===== src/rtl/fifo_reader_pkg.sv =====
`default_nettype none
// ============================================================================
// Module      : fifo_reader_pkg
// Description : Shared state encoding and sizing helper for the FIFO reader.
// Revision    : 1.0 - initial release
// ============================================================================
package fifo_reader_pkg;

    typedef enum logic [1:0] {
        IDLE  = 2'd0,
        DRAIN = 2'd1,
        FLUSH = 2'd2
    } reader_state_t;

    // Counter width able to hold every burst length from 0 to max_burst.
    function automatic int burst_count_width(input int max_burst);
        return $clog2(max_burst + 1);
    endfunction

endpackage : fifo_reader_pkg
`default_nettype wire


===== src/rtl/reader_skid_buffer.sv =====
`default_nettype none
// ============================================================================
// Module      : reader_skid_buffer
// Description : Two-entry in-order buffer with registered valid/data outputs.
// Revision    : 1.0 - initial release
// ============================================================================
module reader_skid_buffer
    import fifo_reader_pkg::*;
#(
    parameter int BIT_WIDTH = 8
) (
    input  logic                 clock,
    input  logic                 reset,
    input  logic                 clear,
    input  logic                 push,
    input  logic [BIT_WIDTH-1:0] push_data,
    input  logic                 pop,
    output logic                 valid,
    output logic [BIT_WIDTH-1:0] data,
    output logic [1:0]           occupancy
);

    logic [BIT_WIDTH-1:0] r_head;
    logic [BIT_WIDTH-1:0] r_tail;
    logic [1:0]           r_count;
    logic                 r_valid;

    logic [BIT_WIDTH-1:0] w_head_next;
    logic [BIT_WIDTH-1:0] w_tail_next;
    logic [1:0]           w_count_next;
    logic                 w_push;
    logic                 w_pop;

    // A pop of an empty buffer or a push into a full one without a pop is dropped.
    assign w_pop  = pop && (r_count != 2'd0);
    assign w_push = push && ((r_count != 2'd2) || w_pop);

    always_comb begin
        w_head_next  = r_head;
        w_tail_next  = r_tail;
        w_count_next = r_count;
        case ({w_push, w_pop})
            2'b10: begin
                if (r_count == 2'd0) begin
                    w_head_next = push_data;
                end else begin
                    w_tail_next = push_data;
                end
                w_count_next = r_count + 2'd1;
            end
            2'b01: begin
                w_head_next  = r_tail;
                w_count_next = r_count - 2'd1;
            end
            2'b11: begin
                if (r_count == 2'd1) begin
                    w_head_next = push_data;
                end else begin
                    w_head_next = r_tail;
                    w_tail_next = push_data;
                end
            end
            default: begin
                w_count_next = r_count;
            end
        endcase
    end

    always_ff @(posedge clock) begin
        if (reset || clear) begin
            r_head  <= '0;
            r_tail  <= '0;
            r_count <= 2'd0;
            r_valid <= 1'b0;
        end else begin
            r_head  <= w_head_next;
            r_tail  <= w_tail_next;
            r_count <= w_count_next;
            r_valid <= (w_count_next != 2'd0);
        end
    end

    assign valid     = r_valid;
    assign data      = r_head;
    assign occupancy = r_count;

endmodule : reader_skid_buffer
`default_nettype wire


===== src/rtl/mixed_clock_fifo_reader.sv =====
`default_nettype none
// ============================================================================
// Module      : mixed_clock_fifo_reader
// Description : Read-side burst controller draining a show-ahead FIFO into a
//               valid/ready stream, with downstream-initiated flush.
// Revision    : 1.0 - initial release
// ============================================================================
module mixed_clock_fifo_reader
    import fifo_reader_pkg::*;
#(
    parameter int BIT_WIDTH = 8,
    parameter int MAX_BURST = 15
) (
    input  logic                             clock,
    input  logic                             reset,
    input  logic [BIT_WIDTH-1:0]             fifo_data_out,
    input  logic                             fifo_empty,
    output logic                             fifo_dequeue,
    output logic                             fifo_flush,
    input  logic                             burst_start,
    input  logic [$clog2(MAX_BURST+1)-1:0]   burst_length,
    input  logic                             flush_request,
    output logic [BIT_WIDTH-1:0]             data_out,
    output logic                             data_valid,
    input  logic                             data_ready,
    output logic                             busy,
    output logic                             burst_done
);

    localparam int CNT_W = burst_count_width(MAX_BURST);
    localparam logic [CNT_W-1:0] c_cnt_zero = '0;
    localparam logic [CNT_W-1:0] c_cnt_one  = CNT_W'(1);

    reader_state_t    r_state;
    logic [CNT_W-1:0] r_fetch_remaining;
    logic [CNT_W-1:0] r_deliver_remaining;
    logic             r_fifo_flush;
    logic             r_burst_done;
    logic             r_busy;

    reader_state_t    w_state_next;
    logic [CNT_W-1:0] w_fetch_next;
    logic [CNT_W-1:0] w_deliver_next;
    logic             w_flush_next;
    logic             w_done_next;
    logic             w_dequeue;
    logic             w_transfer;
    logic [1:0]       w_occupancy;

    // Only the dequeue strobe is combinational; it must see the live empty flag.
    assign w_dequeue = (r_state == DRAIN) && !fifo_empty &&
                       (r_fetch_remaining != c_cnt_zero) &&
                       (w_occupancy < 2'd2) && !flush_request;

    // A flush discards whatever sits on the output, so it cannot count as delivered.
    assign w_transfer = data_valid && data_ready && !flush_request;

    reader_skid_buffer #(
        .BIT_WIDTH (BIT_WIDTH)
    ) u_skid (
        .clock     (clock),
        .reset     (reset),
        .clear     (flush_request),
        .push      (w_dequeue),
        .push_data (fifo_data_out),
        .pop       (w_transfer),
        .valid     (data_valid),
        .data      (data_out),
        .occupancy (w_occupancy)
    );

    always_comb begin
        w_state_next   = r_state;
        w_fetch_next   = r_fetch_remaining;
        w_deliver_next = r_deliver_remaining;
        w_flush_next   = 1'b0;
        w_done_next    = 1'b0;
        if (flush_request) begin
            w_state_next   = FLUSH;
            w_fetch_next   = c_cnt_zero;
            w_deliver_next = c_cnt_zero;
            w_flush_next   = 1'b1;
        end else begin
            case (r_state)
                IDLE: begin
                    if (burst_start) begin
                        if (burst_length == c_cnt_zero) begin
                            w_done_next = 1'b1;
                        end else begin
                            w_fetch_next   = burst_length;
                            w_deliver_next = burst_length;
                            w_state_next   = DRAIN;
                        end
                    end
                end
                DRAIN: begin
                    if (w_dequeue) begin
                        w_fetch_next = r_fetch_remaining - c_cnt_one;
                    end
                    if (w_transfer) begin
                        w_deliver_next = r_deliver_remaining - c_cnt_one;
                        if (r_deliver_remaining == c_cnt_one) begin
                            w_state_next = IDLE;
                            w_done_next  = 1'b1;
                        end
                    end
                end
                FLUSH: begin
                    w_state_next = IDLE;
                end
                default: begin
                    w_state_next = IDLE;
                end
            endcase
        end
    end

    always_ff @(posedge clock) begin
        if (reset) begin
            r_state             <= IDLE;
            r_fetch_remaining   <= c_cnt_zero;
            r_deliver_remaining <= c_cnt_zero;
            r_fifo_flush        <= 1'b0;
            r_burst_done        <= 1'b0;
            r_busy              <= 1'b0;
        end else begin
            r_state             <= w_state_next;
            r_fetch_remaining   <= w_fetch_next;
            r_deliver_remaining <= w_deliver_next;
            r_fifo_flush        <= w_flush_next;
            r_burst_done        <= w_done_next;
            r_busy              <= (w_state_next != IDLE);
        end
    end

    assign fifo_dequeue = w_dequeue;
    assign fifo_flush   = r_fifo_flush;
    assign burst_done   = r_burst_done;
    assign busy         = r_busy;

endmodule : mixed_clock_fifo_reader
`default_nettype wire

===== config.mk =====
export PLATFORM = sky130hd
export DESIGN_NAME = mixed_clock_fifo_reader
export DESIGN_NICKNAME = d
export VERILOG_FILES = /design/src/rtl/fifo_reader_pkg.sv /design/src/rtl/reader_skid_buffer.sv /design/src/rtl/mixed_clock_fifo_reader.sv
export SDC_FILE = /design/constraint.sdc
export NUM_CORES = 1
export LEC_CHECK = 0
export BUFFER_PORTS_ARGS = -buffer_cell sky130_fd_sc_hd__buf_2
export CORE_MARGIN = 3
export CORE_UTILIZATION = 45
export DETAILED_ROUTE_END_ITERATION = 8
export PLACE_DENSITY = 0.67
export SETUP_SLACK_MARGIN = 0.3
export SLEW_MARGIN = 20
export SYNTH_ARGS = -nofsm -noshare
export SYNTH_HDL_FRONTEND = slang
export SYNTH_SLANG_ARGS = --single-unit

===== constraint.sdc =====
create_clock -name clock -period 2.55 [get_ports clock]
set_input_delay 0.51 -clock clock [delete_from_list [all_inputs] [get_ports clock]]
set_output_delay 0.51 -clock clock [all_outputs]
set_load 0.005 [all_outputs]

==> impl_metrics.py, run 1 <==
metrics = {
    "yosys": {
        "synth_edf_count": 0,
        "ys_seq_area_share_pct": 39.8,
        "syn-num-nets": 205,
        "synth.most_common_cell": "dfxtp_1",
        "ys.flop_type": "dfxtp_1",
        "synth_area_per_cell_um2": 8.88,
        "async_flop_share_pct": 0,
        "yosysTopAreaCellShare_pct": 39.8,
        "synth_seq_cells": 32,
        "synthTopCellsByArea": "dfxtp_1, mux2i_1, a221oi_2",
        "synth_area_um2": 1610,
        "yosysTopAreaCell": "dfxtp_1",
        "synthTopCellsByCount": "dfxtp_1, nor2_1, nand2_1",
        "ys_warn_count": 0,
        "synth_cells": 181,
        "netlist-cell-type-count": 38,
    },
    "power": {
        "power_density_nw_per_um2": 467,
        "p_leak_nw": 0.810,
        "peakVddDrop_mv": 0.337,
    },
    "route": {
        "finalWirelength_um": 3330,
        "dr.pass1.iters": 5,
        "vias_per_cell": 5.31,
        "drt_iter0_markers": 73,
        "wl_per_cell_um": 12.8,
        "drc": 0,
        "num_vias": 1387,
        "ant_nets": 0,
    },
    "floorplanning": {
        "rows": 21,
        "coreArea_um2": 3390,
        "fp.dieH_um": 65.8,
        "die_area_um2": 4330,
        "start_util_pct": 47.4,
        "io_pins": 31,
        "fp.dieW_um": 65.8,
    },
    "worst_hold_path": {
        "hp-start": "reset",
        "holdPathEnd": "fifo_flush",
        "hold_class": "input port to register",
        "min_path_cells": 2,
    },
    "clocking": {
        "postCtsHoldBufs": 0,
        "cts.path.max_buffers": 2,
        "numCtsBuffers": 5,
        "clk_latency_ns": 0.32,
        "clock-root-buffer": "clkbuf_4",
        "path_clk_slew_ns": 0.10,
        "cts.sinks": 32,
        "htree_levels": 2,
        "cts_tree": "yes",
    },
    "placement": {
        "port_buffers": 30,
        "gp_congestion": 0.811,
        "place_hpwl_um": 2540,
        "place_inst": 253,
    },
    "layout": {
        "layout-drive-gt1-share_pct": 24.7,
        "fillers": 313,
        "fin_nets": 239,
        "num_antenna_cells": 0,
        "area_growth_pct": 15.5,
        "fin_cells": 261,
    },
    "sta": {
        "rsz0062_at_grt": "no",
        "hold_viol_final": 0,
        "slew_violations": 0,
        "finalSetupViolCount": 0,
        "worst_hold_slack_ns": 0.370,
        "worst_pin_slew_ns": 0.547,
        "max_freq_mhz": 477,
        "slew_headroom_pct": 63.5,
        "period_share_pct": 82.3,
        "period_minus_slack_ns": 2.10,
        "finClkSkew_ns": 0.00311,
        "setup_tns_ns": 0,
    },
    "setup_path": {
        "crit_required_ns": 2.04,
        "cp-start-kind": "register",
        "r2r_setup_slack_ns": 0.45,
        "arrival_ns": 1.59,
        "critPathMaxFanout": 4,
        "critPathKind": "register to output port",
        "reg2reg_depth": 6,
        "r2r_start": "u_skid.occupancy[1]",
        "regToRegEndpoint": "u_skid.data[6]",
        "end_kind": "output port",
    },
    "global_routing": {
        "grt-ovfl-total": 0,
        "antenna_found_initial": 0,
        "track_usage_pct": 16.8,
        "grt_pass1_wl_um": 5510,
        "grt_pass1_vias": 1215,
        "grt_max_degree": 26,
    },
    "flow_run": {
        "max_cap_violations": 0,
    },
    "run_status": {
        "status": "finished clean",
    },
}
kinds of logic after synthesis:
group           after synthesis  synth area share [%]
simple gates                 64                  21.2
compound gates               47                  21.6
flops                        32                  39.8
buf+inv                      21                  5.91
mux                          10                  6.23
fa+ha+maj                     6                  4.67
xor+xnor                      1                 0.545
stage by stage:
step                      utilization [%]  instance area [um2]  power, mW  setup WS, ns
after detailed placement             53.0                 1800      0.612         0.334
after floorplan                         -                 1610      0.580         0.634
after CTS                            54.6                 1850      0.876         0.312
after global placement               53.0                 1800      0.609         0.394
after global routing                 54.8                 1860      0.918         0.324
final                                54.8                 1860      0.867         0.452
state kept, by name, summed over array words and instances, names as in the netlist:
signal / cells
burst_done: 1
r_state: 2
u_skid.r_tail: 8
r_deliver_remaining: 4
u_skid.valid: 1
u_skid.occupancy: 2
r_fetch_remaining: 4
u_skid.data: 8
busy: 1
fifo_flush: 1
worst max-delay path by stage:
stage                                    start              to  cells after the start  slack, ns
after global routing       u_skid.occupancy[1]  u_skid.data[4]                      6       0.32
after CTS                  u_skid.occupancy[1]  u_skid.data[6]                      6       0.31
after floorplan            u_skid.occupancy[1]  u_skid.data[0]                      6       0.63
final                     r_fetch_remaining[0]    fifo_dequeue                      5       0.45
after global placement     u_skid.occupancy[1]  u_skid.data[5]                      6       0.39
after detailed placement   u_skid.occupancy[1]  u_skid.data[6]                      6       0.33
cells in the final DEF (no fill, tap or decap), types with 3 or more instances in the layout:
master    instances
a21o_1            3
dfxtp_1          32
nor2b_1           4
a221oi_2          6
mux2i_1          10
ha_1              6
inv_1            14
nand3b_1          4
nor2_1           22
clkbuf_4          5
nand2_1          17
o21ai_0           9
nor4_1            3
buf_2            30
buf_4             4
a211oi_1          3
a21oi_1          14
power by group:
group / total, mW / internal (mW) / switching [mW]
clock: 0.267 / 0.101 / 0.165
combinational: 0.0867 / 0.0364 / 0.0502
sequential: 0.514 / 0.508 / 0.00589
critical path, stage by stage (launching register included):
cell and delay, ns:
dfxtp_1 0.37, inv_1 0.05, ha_1 0.22, nor3b_2 0.18
nor4b_4 0.27, buf_2 0.16
routing by layer:
layer	up-vias	GRT usage, %	wire, um
met5	-	0	0
met4	0	6.22	29
met3	4	6.80	218
met2	36	24.5	1460
met1	643	22.2	1620
li1	704	-	-
area by class of cell:
type / count / area, um2 / area share (%)
clock buffer: 6 / 41.3 / 2.22
clock inverter: 1 / 5.00 / 0.270
timing repair buffer: 34 / 180 / 9.70
sequential: 32 / 641 / 34.5
tap: 46 / 57.6 / 3.10
inverter: 14 / 52.6 / 2.83
multi-input combinational: 128 / 880 / 47.4
what timing repair did:
item	in CTS	in global routing
setup buffers	1	0
gates cloned	0	0
resized for setup	0	2
setup endpoints to repair	1	6
pin swaps	1	0
Note: power is estimated with default switching activity, not from simulation.
==> run 2: changes to the inputs <==
- clock period: 2.55 -> 2 ns (I/O delays scaled with it)
==> run 2 against run 1 <==
Routed wire length is 27% higher. Die area unchanged. Non-clock buffer count is 17 higher. Register-to-register slack got worse by 0.40 ns. Global-route usage increased by 3.8 points. Hold slack got worse by 0.12 ns. Setup slack got worse by 0.41 ns. Count of clock-buffer cells in the layout is the same. Largest power group unchanged. Highest routed layer unchanged.
==> impl_metrics.py, run 2 (synthesis results as in run 1) <==
metrics = {
    "global_routing": {
        "gr-usage-met3_pct": 6.29,
        "grt-ovfl-total": 0,
        "grt_use_met2_pct": 33.0,
        "grt_pass1_vias": 1475,
        "grt_use_met1_pct": 25.8,
        "grt-busiest-layer": "met2",
        "grt_max_degree": 16,
        "grt_pass1_wl_um": 6820,
        "antenna_found_initial": 0,
        "track_usage_pct": 20.6,
    },
    "clocking": {
        "clock-root-buffer": "clkbuf_4",
        "postCtsHoldBufs": 0,
        "htree_levels": 2,
        "cts.sinks": 32,
        "path_clk_slew_ns": 0.10,
        "cts_tree": "yes",
        "cts.path.max_buffers": 2,
        "clk_latency_ns": 0.34,
        "numCtsBuffers": 5,
    },
    "route": {
        "num_vias": 1527,
        "dr.pass1.iters": 4,
        "vias_per_cell": 5.47,
        "drt_iter0_markers": 96,
        "ant_nets": 0,
        "wl_per_cell_um": 15.2,
        "drc": 0,
        "finalWirelength_um": 4240,
    },
    "power": {
        "p_leak_nw": 0.955,
        "power_density_nw_per_um2": 569,
        "peakVddDrop_mv": 0.517,
        "totalPowerFinal_mw": 1.29,
    },
    "floorplanning": {
        "die_area_um2": 4330,
        "rows": 21,
        "io_pins": 31,
        "start_util_pct": 47.4,
        "fp.dieW_um": 65.8,
        "fp.dieH_um": 65.8,
        "coreArea_um2": 3390,
    },
    "sta": {
        "worst_pin_slew_ns": 0.462,
        "slew_headroom_pct": 69.1,
        "hold_viol_final": 0,
        "fin_ws_ns": 0.0431,
        "max_freq_mhz": 511,
        "finalSetupViolCount": 0,
        "rsz0062_at_grt": "yes",
        "period_share_pct": 97.8,
        "period_minus_slack_ns": 1.96,
        "finClkSkew_ns": 0.00727,
        "slew_violations": 0,
    },
    "layout": {
        "fillers": 252,
        "mostFrequentLayoutCell": "buf_2",
        "layout-drive-gt1-share_pct": 44.2,
        "final_cell_mix": "buf_2, dfxtp_1, nor2_1",
        "area_growth_pct": 41.5,
        "num_antenna_cells": 0,
        "fin_nets": 256,
    },
    "worst_hold_path": {
        "min_path_cells": 2,
        "hold_class": "input port to register",
    },
    "setup_path": {
        "cp_cell_sequence": "inv_2, ha_4, nor3b_4, nor4b_4, buf_4, buf_6",
        "critPathBufInv": 3,
        "crit_family": "simple AND/OR/NAND/NOR gates",
        "arrival_ns": 1.56,
        "cp-start-kind": "register",
        "cpPeakStageDelay_ns": 0.34,
        "critPathMaxFanout": 2,
        "crit_required_ns": 1.60,
        "critPathKind": "register to output port",
        "worst-path-stages": 6,
        "cp_slowest_cell": "dfxtp_2",
        "reg2reg_depth": 10,
        "end_kind": "output port",
    },
    "placement": {
        "place_hpwl_um": 2700,
        "gp_congestion": 0.885,
        "port_buffers": 30,
        "post-place-ws_ns": 0.0512,
    },
    "run_status": {
        "status": "finished clean",
    },
    "flow_run": {
        "max_cap_violations": 0,
    },
}
==> run 2: changes by cell type in the layout (fill, tap and decap cells not counted), sizes merged <==
cell / delta
buf: +16
bufinv: +1
clkbuf: +1
==> run 2: repair_timing <==
action                     in CTS  in global routing
gates cloned                    1                  0
setup endpoints to repair      24                 27
buffers inserted                7                  4
resized for setup              28                 20
pin swaps                      10                 23
==> run 2: worst paths after layout <==
check                           slack (ns)            startpoint        endpoint
worst min register to register        0.45        u_skid.data[7]  u_skid.data[7]
worst max register to register        0.05  r_fetch_remaining[1]    u_skid.valid
worst min-delay path                  0.25                 reset      fifo_flush
worst max-delay path                  0.04  r_fetch_remaining[1]    fifo_dequeue
==> run 2: final cells by class <==
type,count,area (um2),share of cell area (%)
timing repair buffer,51,368,16.2
inverter,14,52.6,2.31
tap,46,57.6,2.53
clock inverter,2,35.0,1.54
multi-input combinational,128,1070,47.2
clock buffer,6,41.3,1.82
sequential,32,646,28.4
==> run 2: per-layer routing <==
layer	share of wire, %	vias to the layer above
li1	-	744
met3	6.3	7
met5	0	-
met4	1.7	0
met1	45	732
met2	47	44
==> run 2: where the power goes <==
group	switching, mW	leakage (nW)	internal [mW]
Clock	0.225	0.0422	0.262
Combinational	0.0809	0.652	0.0694
Sequential	0.00876	0.261	0.648
Total	0.315	0.955	0.980
==> run 2: worst register-to-register path, cell delays in order, from the launching register on <==
cell and delay [ns]:
dfxtp_2 0.34, inv_2 0.05, ha_4 0.15, nor3b_4 0.15, nor4b_4 0.28, buf_4 0.16
buf_4 0.10, buf_6 0.10, mux2i_2 0.24, xnor2_1 0.17, a21oi_1 0.09
==> run 2: per-stage QoR <==
stage                     instances  instance area (um2)  hold slack (ns)  util [%]  TNS [ns]
after floorplan                 181                 1630            0.440         -         0
after global placement          259                 1870            0.437      55.3         0
after detailed placement        259                 1870            0.439      55.3         0
after CTS                       275                 2170            0.229      64.0         0
after global routing            279                 2270            0.224      67.1   -0.0885
final                           279                 2270            0.252      67.1         0
==> run 3: changes to the inputs <==
- CELL_PAD_IN_SITES_DETAIL_PLACEMENT: unset -> 1
- CELL_PAD_IN_SITES_GLOBAL_PLACEMENT: unset -> 1
- CORE_UTILIZATION: 45 -> 40
- GPL_TIMING_DRIVEN: unset -> 0
- PLACE_DENSITY: 0.67 -> unset
- PLACE_DENSITY_LB_ADDON: unset -> 0.1
==> run 3 against run 2 <==
Core utilization fell by 9.2 points. Setup slack improved by 0.15 ns. Sequential power barely moved. Largest power group unchanged.
==> impl_metrics.py, run 3 (synthesis results as in run 1) <==
metrics = {
    "floorplanning": {
        "start_util_pct": 42.6,
        "rows": 22,
        "fp.dieW_um": 69.4,
        "fp.dieH_um": 69.4,
        "coreArea_um2": 3770,
        "io_pins": 31,
        "die_area_um2": 4820,
    },
    "layout": {
        "area_growth_pct": 35.7,
        "fin_nets": 252,
        "multi_input_area_um2": 1040,
        "num_antenna_cells": 0,
        "fillers": 449,
        "seqCellArea_um2": 651,
        "final_cell_mix": "buf_2, dfxtp_1, nor2_1",
        "layout-drive-gt1-share_pct": 41.5,
        "mostFrequentLayoutCell": "buf_2",
    },
    "worst_hold_path": {
        "hold_class": "input port to register",
    },
    "placement": {
        "gp_congestion": 0.801,
        "port_buffers": 30,
        "place_hpwl_um": 3230,
    },
    "power": {
        "totalPowerFinal_mw": 1.32,
        "peakVddDrop_mv": 0.369,
        "power_density_nw_per_um2": 603,
        "p_leak_nw": 0.911,
    },
    "setup_path": {
        "critPathKind": "register to register",
        "regToRegEndpoint": "u_skid.r_tail[1]",
        "reg2reg_depth": 9,
        "r2r_start": "r_fetch_remaining[0]",
        "critPathMaxFanout": 8,
        "arrival_ns": 1.96,
        "crit_start": "r_fetch_remaining[0]",
        "cp-start-kind": "register",
        "worstSetupEndpoint": "u_skid.r_tail[1]",
        "crit_required_ns": 2.15,
        "r2r_setup_slack_ns": 0.19,
        "end_kind": "register",
    },
    "route": {
        "ant_nets": 0,
        "drc": 0,
        "vias_per_cell": 5.45,
        "finalWirelength_um": 4770,
        "dr.pass1.iters": 4,
        "num_vias": 1511,
        "drt_iter0_markers": 47,
        "wl_per_cell_um": 17.2,
    },
    "clocking": {
        "clock-root-buffer": "clkbuf_8",
        "path_clk_slew_ns": 0.06,
        "htree_levels": 2,
        "cts_tree": "yes",
        "cts.sinks": 32,
        "numCtsBuffers": 5,
        "clk_latency_ns": 0.28,
        "cts.path.max_buffers": 2,
    },
    "sta": {
        "max_freq_mhz": 553,
        "finalSetupViolCount": 0,
        "slew_violations": 0,
        "rsz0062_at_grt": "yes",
        "period_share_pct": 90.4,
        "setup_tns_ns": 0,
        "worst_pin_slew_ns": 0.673,
        "hold_viol_final": 0,
        "finClkSkew_ns": 0.00417,
        "period_minus_slack_ns": 1.81,
        "slew_headroom_pct": 55.0,
    },
    "run_status": {
        "status": "finished clean",
    },
    "global_routing": {
        "grt_pass1_wl_um": 7670,
        "grt-ovfl-total": 0,
        "antenna_found_initial": 0,
        "track_usage_pct": 20.2,
        "grt_max_degree": 11,
        "grt_pass1_vias": 1564,
    },
    "flow_run": {
        "max_cap_violations": 0,
    },
}
## run 3: changes by cell type in the layout (fill, tap and decap cells not counted), sizes merged
| cell | delta |
|---|---|
| clkinv | -1 |
| buf | -7 |
| clkbuf | +5 |
| bufinv | -1 |
## run 3: report_power, final
group	total (mW)	internal, mW	switching (mW)
Sequential	0.656	0.648	0.00819
Clock	0.515	0.280	0.235
Combinational	0.146	0.0629	0.0830
Total	1.32	0.991	0.326
## run 3: final cells by class
type                       count  area share (%)
buffer                         7            2.35
clock buffer                   8            4.13
inverter                      14            2.41
multi-input combinational    128            47.7
sequential                    32            29.8
tap                           48            2.75
timing repair buffer          40            10.8
## run 3: how the worst min path moves through the flow
stage / endpoint / start / slack [ns] / cells past startpoint
2_1_floorplan: u_skid.data[2] / u_skid.data[2] / 0.44 / 2
3_3_place_gp: u_skid.data[2] / u_skid.data[2] / 0.43 / 2
3_5_place_dp: u_skid.data[7] / u_skid.data[7] / 0.44 / 2
4_1_cts: fifo_flush / reset / 0.32 / 2
5_1_grt: fifo_flush / reset / 0.32 / 2
6_report: fifo_flush / reset / 0.32 / 2
## run 3: critical path, stage by stage, from the launching register on
cell and delay [ns]:
dfxtp_2 0.34, inv_2 0.05, ha_4 0.15, nor3b_4 0.15, nor4b_4 0.26, buf_6 0.21
nand3b_1 0.11, buf_6 0.16, mux2i_1 0.17, nor2_1 0.07
## run 3: stage by stage
step | hold WS, ns | setup WS, ns | std cells | instance area, um2 | util [%]
2_1_floorplan | 0.440 | 0.186 | 181 | 1630 | -
3_3_place_gp | 0.432 | 0.00727 | 259 | 1840 | 48.8
3_5_place_dp | 0.438 | -0.0568 | 259 | 1840 | 48.8
4_1_cts | 0.325 | 0.221 | 273 | 2080 | 55.1
5_1_grt | 0.322 | 0.0861 | 277 | 2180 | 57.9
6_report | 0.321 | 0.192 | 277 | 2180 | 57.9
## run 3: routing by layer
layer / track usage (%) / wire length [um] / vias to the layer above
li1: - / - / 733
met1: 26.1 / 2190 / 736
met2: 33.1 / 2310 / 34
met3: 4.93 / 200 / 8
met4: 6.51 / 71 / 0
met5: 0 / 0 / -
## run 3: what timing repair did
| item | 4_1_cts | 5_1_grt |
|---|---|---|
| gates cloned | 1 | 0 |
| buffers inserted | 5 | 4 |
| setup endpoints to repair | 29 | 26 |
| hold buffers | 0 | 0 |
| resized for setup | 27 | 21 |
| pin swaps | 8 | 7 |
